==> src/rtl/mux_scan_ctrl.sv <==
// Scans an N:1 mux select, samples each channel after a dwell time and delivers a valid/ready frame.
// Optional build macro MUX_SCAN_CHANGE_EN: suppress delivery of frames identical to the last delivered one.
module mux_scan_ctrl #(
  parameter int unsigned NUM_CH = 8,
  parameter int unsigned SEL_W  = 3,
  parameter int unsigned DWELL  = 2
) (
  input  logic              clk,
  input  logic              rst_n,
  input  logic              start,
  input  logic              continuous,
  output logic [SEL_W-1:0]  sel,
  input  logic              mux_o,
  output logic [NUM_CH-1:0] frame,
  output logic              frame_valid,
  input  logic              frame_ready,
  output logic              busy
);

  localparam int unsigned CNT_W = (DWELL > 1) ? $clog2(DWELL) : 1;
  localparam logic [CNT_W-1:0] CNT_LOAD = CNT_W'(DWELL - 1);
  localparam logic [SEL_W-1:0] SEL_LAST = SEL_W'(NUM_CH - 1);

  typedef enum logic [1:0] {
    IDLE   = 2'd0,
    SETTLE = 2'd1,
    HOLD   = 2'd2
  } state_t;

  state_t            state_q, state_d;
  logic [SEL_W-1:0]  sel_d;
  logic [CNT_W-1:0]  cnt_q, cnt_d;
  logic [NUM_CH-1:0] shadow_q, shadow_d;
  logic [NUM_CH-1:0] frame_d;
  logic              valid_d;
  logic              busy_d;

`ifdef MUX_SCAN_CHANGE_EN
  logic [NUM_CH-1:0] last_q, last_d;
  logic              first_q, first_d;
`endif

  // State and datapath registers; reset drops any partial scan at once.
  always_ff @(posedge clk or negedge rst_n) begin
    if (!rst_n) begin
      state_q     <= IDLE;
      sel         <= '0;
      cnt_q       <= '0;
      shadow_q    <= '0;
      frame       <= '0;
      frame_valid <= 1'b0;
      busy        <= 1'b0;
`ifdef MUX_SCAN_CHANGE_EN
      last_q      <= '0;
      first_q     <= 1'b0;
`endif
    end else begin
      state_q     <= state_d;
      sel         <= sel_d;
      cnt_q       <= cnt_d;
      shadow_q    <= shadow_d;
      frame       <= frame_d;
      frame_valid <= valid_d;
      busy        <= busy_d;
`ifdef MUX_SCAN_CHANGE_EN
      last_q      <= last_d;
      first_q     <= first_d;
`endif
    end
  end

  // Next-state and next-output logic.
  always_comb begin
    state_d  = state_q;
    sel_d    = sel;
    cnt_d    = cnt_q;
    shadow_d = shadow_q;
    frame_d  = frame;
    valid_d  = frame_valid;
`ifdef MUX_SCAN_CHANGE_EN
    last_d   = last_q;
    first_d  = first_q;
`endif

    case (state_q)
      IDLE: begin
        sel_d = '0;
        if (start) begin
          state_d = SETTLE;
          cnt_d   = CNT_LOAD;
        end
      end

      SETTLE: begin
        if (cnt_q != '0) begin
          cnt_d = cnt_q - CNT_W'(1);
        end else begin
          for (int unsigned k = 0; k < NUM_CH; k++) begin
            if (sel == SEL_W'(k)) shadow_d[k] = mux_o;
          end
          if (sel != SEL_LAST) begin
            sel_d = sel + SEL_W'(1);
            cnt_d = CNT_LOAD;
          end else begin
            sel_d = '0;
`ifdef MUX_SCAN_CHANGE_EN
            // An unchanged frame is dropped and the scanner moves straight on.
            if (first_q && (shadow_d == last_q)) begin
              state_d = continuous ? SETTLE : IDLE;
              cnt_d   = CNT_LOAD;
            end else begin
              frame_d = shadow_d;
              valid_d = 1'b1;
              state_d = HOLD;
              last_d  = shadow_d;
              first_d = 1'b1;
            end
`else
            frame_d = shadow_d;
            valid_d = 1'b1;
            state_d = HOLD;
`endif
          end
        end
      end

      HOLD: begin
        if (frame_valid && frame_ready) begin
          valid_d = 1'b0;
          sel_d   = '0;
          if (continuous) begin
            state_d = SETTLE;
            cnt_d   = CNT_LOAD;
          end else begin
            state_d = IDLE;
          end
        end
      end

      default: begin
        state_d = IDLE;
        sel_d   = '0;
        valid_d = 1'b0;
      end
    endcase

    busy_d = (state_d != IDLE);
  end

endmodule
==> config.mk <==
export PLATFORM = sky130hd
export DESIGN_NAME = mux_scan_ctrl
export DESIGN_NICKNAME = d
export VERILOG_FILES = /design/src/rtl/mux_scan_ctrl.sv
export SDC_FILE = /design/constraint.sdc
export NUM_CORES = 1
export LEC_CHECK = 0
export BUFFER_PORTS_ARGS = -buffer_cell sky130_fd_sc_hd__buf_2
export CAP_MARGIN = 25
export CELL_PAD_IN_SITES_DETAIL_PLACEMENT = 1
export CELL_PAD_IN_SITES_GLOBAL_PLACEMENT = 1
export CORE_ASPECT_RATIO = 0.75
export CORE_UTILIZATION = 43
export DETAILED_ROUTE_END_ITERATION = 6
export PLACE_DENSITY = 0.8
export SLEW_MARGIN = 5
export SYNTH_ARGS = -nofsm -noshare
export SYNTH_HDL_FRONTEND = slang
export SYNTH_SLANG_ARGS = --single-unit
==> constraint.sdc <==
create_clock -name clk -period 1.8 [get_ports clk]
set_input_delay 0.27 -clock clk [delete_from_list [all_inputs] [get_ports clk]]
set_output_delay 0.27 -clock clk [all_outputs]
set_load 0.01 [all_outputs]
# After elaboration in Yosys (flattened, before gate mapping)

Index checks and enable logic that the tools add are counted.

Equality and inequality tests: 15
Muxes and demuxes: 28
Reductions and logical operators: 10
Add/sub/neg operators: 2
Bitwise operators: 3

Operator list:

| cell                                          | count |
|---|---|
| two-way mux 1 bit                             | 17 |
| == test 3 bit, second input constant          | 4 |
| != test 2 bit, second input constant          | 5 |
| two-way mux 3 bit                             | 3 |
| two-way mux 2 bit                             | 4 |
| AND reduction 4 bit                           | 2 |
| == test 3 x 2 -> 1 bit, second input constant | 2 |
| case mux 1 bit (3 select lines)               | 2 |
| case mux 2 bit (3 select lines)               | 1 |
| case mux 3 bit (2 select lines)               | 1 |
| AND reduction 2 bit                           | 2 |
| adder 3 x 1 -> 3 bit, second input constant   | 1 |
| == test 3 x 1 -> 1 bit, second input constant | 1 |
| zero test 3 bit                               | 1 |
| != test 3 bit, second input constant          | 1 |
| NOT 1 bit                                     | 3 |
| AND reduction 3 bit                           | 1 |
| nonzero test 3 bit                            | 1 |
| == test 2 x 1 -> 1 bit, second input constant | 1 |
| == test 2 bit, second input constant          | 1 |
| zero test 2 bit                               | 1 |
| nonzero test 2 bit                            | 1 |
| logical AND 1 bit                             | 1 |
| subtractor 1 bit, second input constant       | 1 |

Output and inout port bits: 13
Logic and storage cells: 65
Input bits: 6
Flip-flop bits (word level): 24

# Depth between registers and ports, before layout

Word-level depth: 5
Depth in mapped cells: 6
Mapped depth without buffers: 5

# Worst setup path before layout

No wires, ideal clock.

Kind: register to register
Start: register sel[0]
End: register busy
Data arrival time: 1.479 ns
Buffers on the path: 1
Path slack: 0.191 ns
Stages on the path, launching flop included: 7
Clock period less this slack: 1.609 ns
Required time: 1.671 ns
Setup time: 0.129 ns
Path through: dfrtp_1 ha_1 ha_1 nor4bb_1 buf_2 a21o_1 nand3b_1

Word-level cells in the longest chain between the ends: 5

Ends and longest elaborated chain:

| element                         | RTL line | RTL |
|---|---|---|
| start, declared                 | 12       | `output logic [SEL_W-1:0] sel,` |
| start signal, assigned          | 59       | `sel <= sel_d;` |
| != test 3 bit                   | 101      | `if (sel != SEL_LAST) begin` |
| two-way mux 2 bit               | 101      |  |
| two-way mux 2 bit               | 95       | `if (cnt_q != '0) begin` |
| case mux 2 bit (3 select lines) | 85       | `case (state_q)` |
| named net state_d[1]            | 30       | `state_t state_q, state_d;` |
| nonzero test 2 bit              | 147      | `busy_d = (state_d != IDLE);` |
| named net busy_d                | 36       | `logic busy_d;` |
| end signal, assigned            | 64       | `busy <= busy_d;` |
| end, declared                   | 17       | `output logic busy` |

The timed path passes the listed nets, and every way through them passes these cells.
A chain may end at the register's enable or synchronous reset.

# Final worst setup path

Start: register sel[0]
End: register frame[5]

Word-level cells in the longest chain between the ends: 3
Elaborated cells between the ends (all ways): 5
Those cells by class: 2 x eq/ne; 1 x mux; 1 x bitwise; 1 x reduce/logical

Ends and longest elaborated chain:

| element                       | RTL line | RTL |
|---|---|---|
| != test 3 bit                 | 101      |  |
| NOT 1 bit (no line)           | -        |  |
| AND reduction 3 bit (no line) | -        |  |
| end signal, assigned          | 62       | `frame <= frame_d;` |
| end, declared                 | 14       | `output logic [NUM_CH-1:0] frame,` |

Parallel ways exist; a longest one is shown, timed or not.

==> impl_metrics.ini <==
[cells_and_area]
finalNonFillerCells = 166
final_core_util_pct = 52.88
nets = 143
antenna_cells = 0
areaGrowthSynthToFinish_pct = 17.02
drive_gt1_share_pct = 29.23

[sta]
layout_min_cycle_time_ns = 1.656
finalCritPeriodShare_pct = 92.01
fin_skew_ns = 0.002083
setup_violations = 0
finalSetupTns_ns = 0
hold_viol_final = 0
max_slew_margin_pct = 64.95
rsz0062_at_grt = false
worst_slew_pin_slew_ns = 0.5257
fmax_mhz = 603.8
slew_viol_final = 0

[critical_path]
cp-startpoint = sel[0]$_DFFE_PN0P_
endpoint_kind = register
critPathMaxFanout = 10
worstSetupStartpointType = register
reg2reg_from = sel[0]$_DFFE_PN0P_
cp.required_ns = 2.04
cp.arrival_ns = 1.90
setup.worst_path.class = register to register
worst-r2r-setup-slack_ns = 0.14

[cts]
clk_path_buf_depth = 2
root_buffer = clkbuf_4
cts_inserted_buffers = 3
cts.sinks = 23
cts_tree = yes
cts_setup_buffers = 0
clk-insertion-delay-late_ns = 0.31
path_clk_slew_ns = 0.13
h-tree-depth = 1

[synth]
synth_common_cells = dfrtp_1, nand2_1, nor2_1
syn_avg_cell_area_um2 = 11.10
synth_most_common_cell = dfrtp_1
ys_warn_count = 0
syn_area_um2 = 1176
syn-num-nets = 118
synthTopCellsByArea = dfrtp_1, ha_1, mux2i_1, mux2_1, mux2_4
synth_cell_type_count = 27
synth_edf_count = 0
ys_ff_latch = 23
synth.yosys.seq_area_share_pct = 48.94
synth_top_area_share_pct = 48.94
ys_async_sr_fraction_pct = 100.0
synth.largest_area_cell = dfrtp_1
synth_ff_type = dfrtp_1
synth_cells = 106

[detailed_routing]
ant_nets = 0
drt_iter0_drc = 9
vias = 840
vias_per_cell = 5.060
wl_per_cell_um = 15.16
wl_mm = 2.516
first_pass_iters = 4
drc = 0

[global_routing]
grt_usage_pct = 18.44
antenna_found_initial = 0
grt_first_pass_wirelength_mm = 3.953
grt_pass1_vias = 825
overflow = 0
grt_max_degree = 24

[pwr]
leakagePower_nw = 0.6658
p_per_area_nw_per_um2 = 1704
ir_drop_mv = 0.6214
finalPower_mw = 2.345

[die]
placementRows = 16
ios = 19
dieWidth_um = 62.39
dieArea_um2 = 2950
start_util_pct = 45.19
fp.dieH_um = 47.29
core_area_um2 = 2603

[run]
maxCapViolCount = 0

[placement]
dp.cells = 161
routabilityCongestion = 0.7285
place_hpwl_mm = 1.902
io_buffer_count = 18

[run_status]
status = completed

[worst_hold_path]
min-delay-start = continuous
hold_class = input port to register
-- area by class of cell --
cell class                 count  area [um^2]
inverter                       6        22.52
clock inverter                 1        5.005
multi-input combinational     73        568.0
timing repair buffer          24        137.6
clock buffer                   3        22.52
sequential                    23        575.6
tap                           36        45.04
fill                         295         1226
-- kinds of logic after synthesis --
kind of cell             after synthesis  share of synthesized area (%)
AND/OR/NAND/NOR                       35                          16.28
flip-flops                            23                          48.94
AO/OA/AOI/OAI                         17                          9.786
multiplexers                          15                          14.57
buffers and inverters                 10                          4.042
adder cells (fa/ha/maj)                6                          6.383
-- worst max-delay path: stages, from the launching register on --
cell      delay [ns]
dfrtp_1         0.39
ha_1            0.19
ha_1            0.24
nor4bb_4        0.37
buf_4           0.22
nor2_1          0.05
a21oi_1         0.13
-- sequential cells by signal, summed over array words and instances, names as in the netlist --
signal	count
frame_valid	1
cnt_q	1
busy	1
frame	8
shadow_q	7
state_q	2
sel	3
-- stage by stage --
step	setup slack, ns	area, um^2	hold slack, ns
after floorplan	0.1913	1176	-0.02559
after global placement	0.2382	1330	0.2730
after detailed placement	0.1535	1330	0.2848
after CTS	0.1164	1368	0.2537
after global routing	0.01343	1376	0.2629
final	0.1438	1376	0.2569
-- power breakdown --
part / internal [mW] / total (mW) / switching, mW
combinational: 0.574 / 1.16 / 0.585
clock: 0.0831 / 0.244 / 0.161
sequential: 0.758 / 0.942 / 0.184
-- layer usage --
metal / GRT usage [%] / up-vias / share of wire (%)
li1: - / 411 / -
met1: 23.85 / 415 / 50
met4: 3.256 / 0 / 0.48
met2: 31.65 / 12 / 46
met5: 0 / - / 0
met3: 5.825 / 2 / 3.3
-- cell usage in the layout (no fill, tap or decap), types with 4 or more instances in the layout --
cell type,n
buf_4,5
inv_1,6
buf_2,18
mux2i_1,7
nor2_1,10
ha_1,6
nand2b_1,4
a21oi_1,8
dfrtp_1,23
mux2_1,5
nand2_1,11
-- path summary, 6_finish.rpt --
kind / depth (start not counted) / endpoint
setup / recovery: 6 / frame[5]$_DFFE_PN0P_
hold reg to reg: 1 / shadow_q[3]$_DFFE_PN0P_
max in group asynchronous: 2 / frame[0]$_DFFE_PN0P_
min in group asynchronous: 2 / sel[2]$_DFFE_PN0P_
hold / removal: 3 / state_q[0]$_DFF_PN0_
setup reg to reg: 6 / frame[5]$_DFFE_PN0P_
-- repair_timing --
| item | in CTS | in global routing |
|---|---|---|
| hold buffers | 1 | 0 |
| endpoints found under the setup margin | 0 | 8 |
| endpoints found under the hold margin | 23 | 0 |
| gates resized for setup | 0 | 1 |
Power figures use the tool's default switching activity.
